<file path="src/rtl/uart_pkg.sv">
// rtl/uart_pkg.sv - shared UART frame definitions for the receiver and transmitter
// Purpose: receiver state encoding, frame geometry constants and the parity helper.
// Ports: none (package).
package uart_pkg;

  typedef enum logic [2:0] {
    IDLE,
    START,
    DATA,
    PARITY,
    STOP1,
    STOP2,
    DONE
  } rx_state_t;

  localparam int DATA_BITS  = 8;
  localparam int STOP_BITS  = 2;
  localparam int FRAME_BITS = 12;

  // Even parity: XOR of all data bits, so data plus parity has an even count of ones.
  function automatic logic even_parity(input logic [DATA_BITS-1:0] data);
    return ^data;
  endfunction

endpackage

</file>
<file path="src/rtl/uart_rx_sync.sv">
// rtl/uart_rx_sync.sv - metastability synchronizer for the asynchronous serial line
// Purpose: passes rx_in through SYNC_STAGES flops; flops reset to 1 so the line looks idle.
// Ports:
//   clk    in  1  system clock
//   rst_n  in  1  asynchronous active-low reset
//   rx_in  in  1  raw serial line, asynchronous to clk
//   rx_s   out 1  synchronized serial line
module uart_rx_sync #(
  parameter int SYNC_STAGES = 2
) (
  input  logic clk,
  input  logic rst_n,
  input  logic rx_in,
  output logic rx_s
);

  logic [SYNC_STAGES-1:0] chain;

  always_ff @(posedge clk or negedge rst_n) begin
    if (!rst_n) begin
      chain <= '1;
    end else begin
      chain <= {chain[SYNC_STAGES-2:0], rx_in};
    end
  end

  assign rx_s = chain[SYNC_STAGES-1];

endmodule

</file>
<file path="src/rtl/uart_receiver.sv">
// rtl/uart_receiver.sv - 12-bit UART frame receiver (start, 8 data LSB first, even parity, 2 stop)
// Purpose: recovers the byte, checks parity and framing, strobes data_valid for one cycle.
// Ports:
//   clk         in  1  system clock, rising edge
//   rst_n       in  1  asynchronous active-low reset
//   rx_in       in  1  serial line, idle high, asynchronous to clk
//   data_out    out 8  last received byte, held until the next frame completes
//   data_valid  out 1  one-cycle pulse per completed frame (errors included)
//   parity_err  out 1  received parity bit disagrees with the data, updated with data_valid
//   frame_err   out 1  a stop bit was sampled low, updated with data_valid
//   busy        out 1  receiver is not idle
module uart_receiver
  import uart_pkg::*;
#(
  parameter int CLKS_PER_BIT = 5208,
  parameter int SYNC_STAGES  = 2
) (
  input  logic       clk,
  input  logic       rst_n,
  input  logic       rx_in,
  output logic [7:0] data_out,
  output logic       data_valid,
  output logic       parity_err,
  output logic       frame_err,
  output logic       busy
);

  localparam int CNT_W = $clog2(CLKS_PER_BIT);
  localparam logic [CNT_W-1:0] MID_CNT  = CNT_W'(CLKS_PER_BIT / 2 - 1);
  localparam logic [CNT_W-1:0] LAST_CNT = CNT_W'(CLKS_PER_BIT - 1);

  rx_state_t             state;
  logic                  rx_s;
  logic [CNT_W-1:0]      bit_cnt;
  logic [2:0]            idx;
  logic [DATA_BITS-1:0]  shreg;
  logic                  par_rx;
  logic                  ferr;
  logic                  bit_end;

  uart_rx_sync #(
    .SYNC_STAGES(SYNC_STAGES)
  ) u_sync (
    .clk   (clk),
    .rst_n (rst_n),
    .rx_in (rx_in),
    .rx_s  (rx_s)
  );

  // After START re-aligns bit_cnt at mid-bit, the wrap point lands mid-bit of every later bit.
  assign bit_end = (bit_cnt == LAST_CNT);

  assign busy = (state != IDLE);

  always_ff @(posedge clk or negedge rst_n) begin
    if (!rst_n) begin
      state      <= IDLE;
      bit_cnt    <= '0;
      idx        <= '0;
      shreg      <= '0;
      par_rx     <= 1'b0;
      ferr       <= 1'b0;
      data_out   <= '0;
      data_valid <= 1'b0;
      parity_err <= 1'b0;
      frame_err  <= 1'b0;
    end else begin
      data_valid <= 1'b0;
      case (state)
        IDLE: begin
          bit_cnt <= '0;
          if (!rx_s) begin
            state <= START;
          end
        end

        START: begin
          if (bit_cnt == MID_CNT) begin
            bit_cnt <= '0;
            idx     <= '0;
            ferr    <= 1'b0;
            // A line already back high at mid-bit was a glitch, not a start bit.
            state   <= rx_s ? IDLE : DATA;
          end else begin
            bit_cnt <= bit_cnt + CNT_W'(1);
          end
        end

        DATA: begin
          bit_cnt <= bit_end ? '0 : bit_cnt + CNT_W'(1);
          if (bit_end) begin
            shreg[idx] <= rx_s;
            idx        <= idx + 3'd1;
            if (idx == 3'd7) begin
              state <= PARITY;
            end
          end
        end

        PARITY: begin
          bit_cnt <= bit_end ? '0 : bit_cnt + CNT_W'(1);
          if (bit_end) begin
            par_rx <= rx_s;
            state  <= STOP1;
          end
        end

        STOP1: begin
          bit_cnt <= bit_end ? '0 : bit_cnt + CNT_W'(1);
          if (bit_end) begin
            if (!rx_s) begin
              ferr <= 1'b1;
            end
            state <= STOP2;
          end
        end

        STOP2: begin
          bit_cnt <= bit_end ? '0 : bit_cnt + CNT_W'(1);
          if (bit_end) begin
            if (!rx_s) begin
              ferr <= 1'b1;
            end
            state <= DONE;
          end
        end

        DONE: begin
          data_out   <= shreg;
          parity_err <= par_rx ^ even_parity(shreg);
          frame_err  <= ferr;
          data_valid <= 1'b1;
          bit_cnt    <= '0;
          state      <= IDLE;
        end

        default: begin
          state <= IDLE;
        end
      endcase
    end
  end

endmodule

</file>
<file path="config.mk">
export PLATFORM = sky130hd
export DESIGN_NAME = uart_receiver
export DESIGN_NICKNAME = d
export VERILOG_FILES = /design/src/rtl/uart_pkg.sv /design/src/rtl/uart_rx_sync.sv /design/src/rtl/uart_receiver.sv
export SDC_FILE = /design/constraint.sdc
export NUM_CORES = 1
export LEC_CHECK = 0
export BUFFER_PORTS_ARGS = -buffer_cell sky130_fd_sc_hd__buf_2
export CELL_PAD_IN_SITES_DETAIL_PLACEMENT = 0
export CELL_PAD_IN_SITES_GLOBAL_PLACEMENT = 1
export CORE_ASPECT_RATIO = 0.5
export CORE_MARGIN = 5
export CORE_UTILIZATION = 32
export DETAILED_ROUTE_END_ITERATION = 12
export PLACE_DENSITY_LB_ADDON = 0.2
export SLEW_MARGIN = 20
export SYNTH_ARGS = -nofsm -noshare
export SYNTH_HDL_FRONTEND = slang
export SYNTH_SLANG_ARGS = --single-unit
</file>
<file path="constraint.sdc">
create_clock -name clk -period 1.9 [get_ports clk]
set_clock_uncertainty 0.1 [all_clocks]
set_input_delay 0.095 -clock clk [delete_from_list [all_inputs] [get_ports clk]]
set_output_delay 0.095 -clock clk [all_outputs]
set_load 0.01 [all_outputs]
</file>
==> flow_metrics.py, run 1 <==
metrics = {
    "synthesis": {
        "synth_xor_area_frac": 0.0580,
        "synth_area_per_cell_um2": 10.6,
        "yosysWarnings": 0,
        "synth_top_family_by_area": "simple AND/OR/NAND/NOR gates",
        "syn_area_um2": 2110,
        "synthMuxAreaShare": 0.0994,
        "synth-adder-area-share": 0.0237,
        "synthMostInstantiatedCell": "dfrtp_1",
        "synthesis.nets": 206,
        "asyncSetResetFlopFracSynth": 1.00,
        "yosysUniqueCellTypes": 41,
        "ys_ff_latch": 42,
        "synth_common_cells": "dfrtp_1, nand2_1, mux2_2, nor2_1, xnor2_1",
        "synthTopCellsByArea": "dfrtp_1, mux2_2, nand2_1",
        "yosysSeqAreaShare": 0.498,
        "synth_compound_area_frac": 0.0751,
        "yosysTopAreaCellShare": 0.473,
        "synth-main-ff-cell": "dfrtp_1",
        "synth_area_leader_cell": "dfrtp_1",
        "synthesis.instances": 199,
        "synth_enable_flop_cells": 0,
        "synthSimpleGateAreaFrac": 0.216,
    },
    "worst_setup_path": {
        "r2r_end": "bit_cnt[12]$_DFFE_PN0P_",
        "required_ns": 2.01,
        "cp-endpoint": "bit_cnt[12]$_DFFE_PN0P_",
        "timing.rr.start": "bit_cnt[1]$_DFFE_PN0P_",
        "critPathLaunchType": "register",
        "cp-end-kind": "register",
        "crit_path_start": "bit_cnt[1]$_DFFE_PN0P_",
        "rrSetupSlack_ns": -0.11,
        "critPathMaxFanout": 5,
        "r2r_cells": 7,
        "path_class": "reg2reg",
        "arrival_ns": 2.12,
    },
    "sta": {
        "slew_headroom": 0.569,
        "max_freq_mhz": 497,
        "fin_setup_tns_ns": -0.588,
        "hold_ws_ns": 0.257,
        "setup_viol": 13,
        "drv_slew": 0,
        "worst_slew_pin_slew_ns": 0.647,
        "hold_viol_final": 0,
        "period_minus_slack_ns": 2.01,
        "finalCritPeriodShare": 1.06,
        "finalWorstSetupSlack_ns": -0.110,
        "rsz0062_at_grt": "true",
    },
    "global_routing": {
        "antenna_found_initial": 0,
        "grt_overflow": 0,
        "grt_pass1_vias": 1609,
        "grt_max_degree": 28,
        "grt_first_pass_wirelength_mm": 7.64,
        "track_usage": 0.116,
    },
    "floorplan": {
        "dieArea_um2": 8430,
        "rows": 20,
        "die_w_um": 125,
        "dieHeight_um": 67.5,
        "initial_core_util": 0.339,
        "ioPinCount": 15,
        "core_um2": 6230,
    },
    "placed_design": {
        "place_hpwl_mm": 3.27,
        "gp_congestion": 0.747,
        "preCtsSetupSlack_ns": -0.130,
        "dp.cells": 320,
        "portBuffers": 14,
    },
    "drt": {
        "via_per_inst": 4.71,
        "drt-total-wl_mm": 4.54,
        "num_vias": 1577,
        "drt_iter0_markers": 91,
        "postRouteAntennaNets": 0,
        "wl_per_cell_um": 13.5,
        "firstDrtPassIters": 5,
        "drc": 0,
    },
    "clocking": {
        "clkSinkCount": 42,
        "cts_inserted_buffers": 5,
        "clk_latency_ns": 0.28,
        "clk_pin_slew_worst_paths_ns": 0.06,
        "clock_path_buffers": 2,
        "cts_tree": "done",
        "cts-root-buf": "clkbuf_16",
        "htreeDepth": 2,
    },
    "final_layout": {
        "layout-drive-gt1-share": 0.409,
        "multi_input_area_um2": 1130,
        "fillers": 609,
        "areaGrowthSynthToFinish_pct": 32.7,
        "ff_latch_area_um2": 1050,
        "final-instance-count-excl-fill": 335,
        "fin_nets": 253,
        "antenna_cells": 0,
    },
    "pwr": {
        "pwr-share-comb": 0.015,
        "p_seq_frac": 0.509,
        "p_leak_nw": 1.32,
        "switchingPower_uw": 380,
        "swShare": 0.215,
        "power_density_nw_per_um2": 631,
        "clkPwrFrac": 0.476,
        "irDropWorstVdd_uv": 262,
        "finalPower_mw": 1.77,
        "p_int_mw": 1.39,
    },
    "run": {
        "cap_violations": 0,
    },
    "outcome": {
        "violations": "setup timing",
        "status": "finished, violations left",
    },
    "min_path": {
        "hold_class": "reg2reg",
    },
}
## placed cells by master (no fill, tap or decap), types with 4 or more instances in the layout
master,n
nand3_1,6
mux2_2,16
buf_4,30
nand2_1,26
buf_2,14
nand3b_1,4
and3_1,4
dfrtp_1,40
clkbuf_16,5
xnor2_1,11
nand4_1,4
nor2_1,10
buf_6,4
o21ai_0,4
## worst min-delay path by stage
stage,startpoint,depth (start not counted),slack [ns],end
floorplan,rst_n,0,-0.30,bit_cnt[0]$_DFFE_PN0P_
global placement,rst_n,1,0.04,bit_cnt[4]$_DFFE_PN0P_
detailed placement,rst_n,1,0.05,bit_cnt[4]$_DFFE_PN0P_
CTS,u_sync.chain[0]$_DFF_PN1_,0,0.26,u_sync.chain[1]$_DFF_PN1_
global route,u_sync.chain[0]$_DFF_PN1_,0,0.26,u_sync.chain[1]$_DFF_PN1_
finish,u_sync.chain[0]$_DFF_PN1_,0,0.26,u_sync.chain[1]$_DFF_PN1_
## layout make-up
class	instances	share of cell area
clock inverter	3	0.00758
tap	88	0.0392
timing repair buffer	50	0.128
multi-input combinational	145	0.402
clock buffer	5	0.0446
sequential	42	0.375
inverter	2	0.00267
## power by group through the flow
stage | Sequential (mW) | Clock, mW | Combinational, mW
2_1_floorplan | 0.916 | 0 | 0.00229
3_3_place_gp | 0.919 | 0 | 0.0249
3_5_place_dp | 0.919 | 0 | 0.0253
4_1_cts | 0.902 | 0.866 | 0.0285
5_1_grt | 0.902 | 0.907 | 0.0316
6_report | 0.902 | 0.842 | 0.0270
## through the flow
stage	utilization	instance area, um2
5_1_grt	0.450	2810
3_5_place_dp	0.398	2480
2_1_floorplan	-	2140
4_1_cts	0.436	2710
3_3_place_gp	0.398	2480
6_report	0.450	2810
## logic make-up after synthesis
group	Yosys count
DFF	42
muxes	19
buffers and inverters	12
adders and majority gates	4
xor gates and xnor gates	14
and+or+nand+nor	84
AOI/OAI and AO/OA	24
## per-layer routing
layer  track usage  share of wire
met5             0              0
met4        0.0446          0.014
met3        0.0324          0.041
met2         0.202           0.48
met1         0.140           0.47
## sequential cells by signal, summed over array words and instances (netlist names)
name and cells:
frame_err 1, shreg 8, state 3, parity_err 1, data_out 8, par_rx 1, data_valid 1, ferr 1
u_sync.chain 2, idx 3, bit_cnt 13
## worst max-delay path, cell delays in order (launching register included)
cell and delay [ns]:
dfrtp_1 0.40, ha_2 0.19, nor3b_4 0.14, and4b_2 0.29, a2bb2oi_4 0.20, buf_6 0.13
or4_4 0.41, o211ai_2 0.07
## what timing repair did
item                                    4_1_cts  5_1_grt
pin swaps                                     3       11
gates resized for setup                      12       22
hold endpoints to repair                     24        0
hold buffers                                  2        0
setup buffers                                 2        4
endpoints found under the setup margin       19       25
Note: power is estimated with default switching activity, not from simulation.
==> run 2: changes to the inputs <==
Settings changed: MAX_ROUTING_LAYER from default to met4, SYNTH_HIERARCHICAL from default to 1.
==> run 2 against run 1 <==
Net effect:
- the flow still finishes with violations (setup timing)
- count of clock-buffer cells in the layout increased by 1
- combinational power increased by 2%
- clock power increased by 14%
- global-route usage increased by 0.98 points
- non-clock buffer count unchanged
- critical endpoint unchanged
==> flow_metrics.py, run 2 <==
metrics = {
    "outcome": {
        "status": "finished, violations left",
        "violations": "setup timing",
    },
    "clocking": {
        "clk_pin_slew_worst_paths_ns": 0.06,
        "clock_path_buffers": 2,
        "clk_latency_ns": 0.28,
        "cts_inserted_buffers": 5,
        "htreeDepth": 2,
        "cts_tree": "done",
        "clkSinkCount": 42,
        "cts-root-buf": "clkbuf_16",
    },
    "synthesis": {
        "synth_xor_area_frac": 0.0394,
        "ys_ff_latch": 42,
        "synth_top_family_by_area": "simple AND/OR/NAND/NOR gates",
        "synth_common_cells": "dfrtp_1, nand2_1, mux2_2, nor2_1",
        "synth-adder-area-share": 0.0169,
        "yosysSeqAreaShare": 0.474,
        "synthesis.nets": 217,
        "synthSimpleGateAreaFrac": 0.217,
        "yosysWarnings": 6,
        "asyncSetResetFlopFracSynth": 1.00,
        "yosysUniqueCellTypes": 42,
        "synthMuxAreaShare": 0.113,
        "synth_compound_area_frac": 0.109,
        "synthTopCellsByArea": "dfrtp_1, mux2_2, nand2_1",
        "synth_enable_flop_cells": 0,
        "synthesis.instances": 211,
        "yosysTopAreaCellShare": 0.450,
        "synth-main-ff-cell": "dfrtp_1",
        "synth_area_leader_cell": "dfrtp_1",
        "synthMostInstantiatedCell": "dfrtp_1",
        "synth_area_per_cell_um2": 10.5,
        "syn_area_um2": 2220,
    },
    "floorplan": {
        "dieHeight_um": 68.9,
        "die_w_um": 128,
        "core_um2": 6730,
        "rows": 21,
        "dieArea_um2": 8820,
        "initial_core_util": 0.331,
        "ioPinCount": 15,
    },
    "final_layout": {
        "layout-drive-gt1-share": 0.364,
        "final-instance-count-excl-fill": 350,
        "antenna_cells": 0,
        "areaGrowthSynthToFinish_pct": 30.1,
        "final_common_cell": "dfrtp_1",
        "fin_nets": 263,
        "largest_register": "bit_cnt",
        "fillers": 659,
        "final_cell_mix": "dfrtp_1, buf_4, nand2_1",
        "largestRegisters": "bit_cnt x13, data_out x8, shreg x8",
        "largest_reg_flops": 13,
    },
    "global_routing": {
        "grt_overflow": 0,
        "grt_pass1_vias": 1726,
        "grt_first_pass_wirelength_mm": 8.41,
        "track_usage": 0.126,
        "antenna_found_initial": 0,
        "grt_max_degree": 24,
    },
    "sta": {
        "period_minus_slack_ns": 1.92,
        "worst_slew_pin_slew_ns": 0.491,
        "slew_headroom": 0.672,
        "rsz0062_at_grt": "true",
        "max_freq_mhz": 522,
        "drv_slew": 0,
        "finalCritPeriodShare": 1.01,
        "finalWorstSetupSlack_ns": -0.0155,
        "setup_viol": 1,
        "hold_ws_ns": 0.207,
        "hold_viol_final": 0,
    },
    "placed_design": {
        "gp_congestion": 0.846,
        "portBuffers": 14,
        "place_hpwl_mm": 3.50,
        "preCtsSetupSlack_ns": -0.0847,
        "dp.cells": 335,
    },
    "worst_setup_path": {
        "cp-end-kind": "register",
        "critPathMaxFanout": 7,
        "required_ns": 1.97,
        "crit_chain": "ha_4 > nor4b_4 > a31oi_2 > mux2_4 > and3_4 > a221o_1",
        "timing.rr.start": "bit_cnt[1]$_DFFE_PN0P_",
        "r2r_end": "bit_cnt[12]$_DFFE_PN0P_",
        "arrival_ns": 1.98,
        "rrSetupSlack_ns": -0.02,
        "cp_slowest_cell": "dfrtp_1",
        "critPathLaunchType": "register",
        "cpPeakStageDelay_ns": 0.40,
        "path_class": "reg2reg",
        "r2r_cells": 6,
    },
    "run": {
        "cap_violations": 0,
    },
    "drt": {
        "wl_per_cell_um": 13.8,
        "postRouteAntennaNets": 0,
        "drt_iter0_markers": 111,
        "via_per_inst": 4.92,
        "num_vias": 1722,
        "drc": 0,
        "drt-total-wl_mm": 4.83,
        "firstDrtPassIters": 5,
    },
    "min_path": {
        "hold_class": "in2async",
    },
    "pwr": {
        "power_density_nw_per_um2": 655,
        "irDropWorstVdd_uv": 266,
        "p_leak_nw": 1.38,
    },
}
run 2: how the worst max path moves through the flow:
stage	from	to	slack [ns]	depth (start not counted)
5_1_grt	bit_cnt[1]$_DFFE_PN0P_	bit_cnt[12]$_DFFE_PN0P_	-0.09	6
6_report	bit_cnt[1]$_DFFE_PN0P_	bit_cnt[12]$_DFFE_PN0P_	-0.02	6
4_1_cts	bit_cnt[1]$_DFFE_PN0P_	bit_cnt[12]$_DFFE_PN0P_	-0.007	6
3_5_place_dp	bit_cnt[1]$_DFFE_PN0P_	shreg[6]$_DFFE_PN0P_	-0.08	6
2_1_floorplan	bit_cnt[0]$_DFFE_PN0P_	shreg[6]$_DFFE_PN0P_	-0.009	7
3_3_place_gp	bit_cnt[1]$_DFFE_PN0P_	shreg[6]$_DFFE_PN0P_	-0.03	6
run 2: logic make-up (layout without fill, tap and decap cells):
family / after synthesis / count (layout)
multiplexers: 23 / 23
AO/OA/AOI/OAI: 36 / 36
adder cells (fa/ha/maj): 3 / 3
XOR/XNOR: 10 / 10
AND/OR/NAND/NOR: 82 / 82
buffers and inverters: 15 / 62
flip-flops: 42 / 42
run 2: final cells by class:
type                    count  area [um2]  area share
inverters                   4        15.0     0.00519
clock inverters             2        37.5      0.0130
repair buffers             50         358       0.124
well taps                  92         115      0.0398
multi-input cells         154        1180       0.409
flip-flops and latches     42        1050       0.364
clock buffers               6         129      0.0446
run 2: worst max-delay path: cells and delay by family (launching register included):
kind | cells | cell delay (ns)
mux | 1 | 0.34
flops | 1 | 0.40
fa+ha+maj | 1 | 0.17
compound gates | 2 | 0.40
simple gates | 2 | 0.40
run 2: layer usage:
metal | vias to the layer above | track usage | share of wire
li1 | 856 | - | -
met1 | 830 | 0.152 | 0.49
met2 | 29 | 0.208 | 0.46
met3 | 7 | 0.0308 | 0.039
met4 | 0 | 0.0476 | 0.018
met5 | - | - | 0
run 2: report_power, final:
part	internal, mW	switching, mW	leakage (nW)
sequential	0.898	0.00429	0.565
clock	0.620	0.344	0.0771
combinational	0.00856	0.0190	0.737
total	1.53	0.367	1.38
run 2: stage by stage:
step | setup TNS [ns] | area [um2] | power [mW] | utilization
after floorplan | -0.0135 | 2260 | 0.918 | -
after global placement | -0.0272 | 2620 | 0.945 | 0.390
final | -0.0155 | 2890 | 1.89 | 0.430
after detailed placement | -0.309 | 2620 | 0.946 | 0.390
after CTS | -0.00727 | 2830 | 1.93 | 0.421
after global routing | -0.595 | 2890 | 1.97 | 0.430
run 2: timing repair:
item / in CTS / in global routing
hold buffers: 2 / 0
setup endpoints to repair: 12 / 15
setup buffers: 1 / 4
pin swaps: 4 / 8
gates resized for setup: 6 / 9
endpoints found under the hold margin: 20 / 0
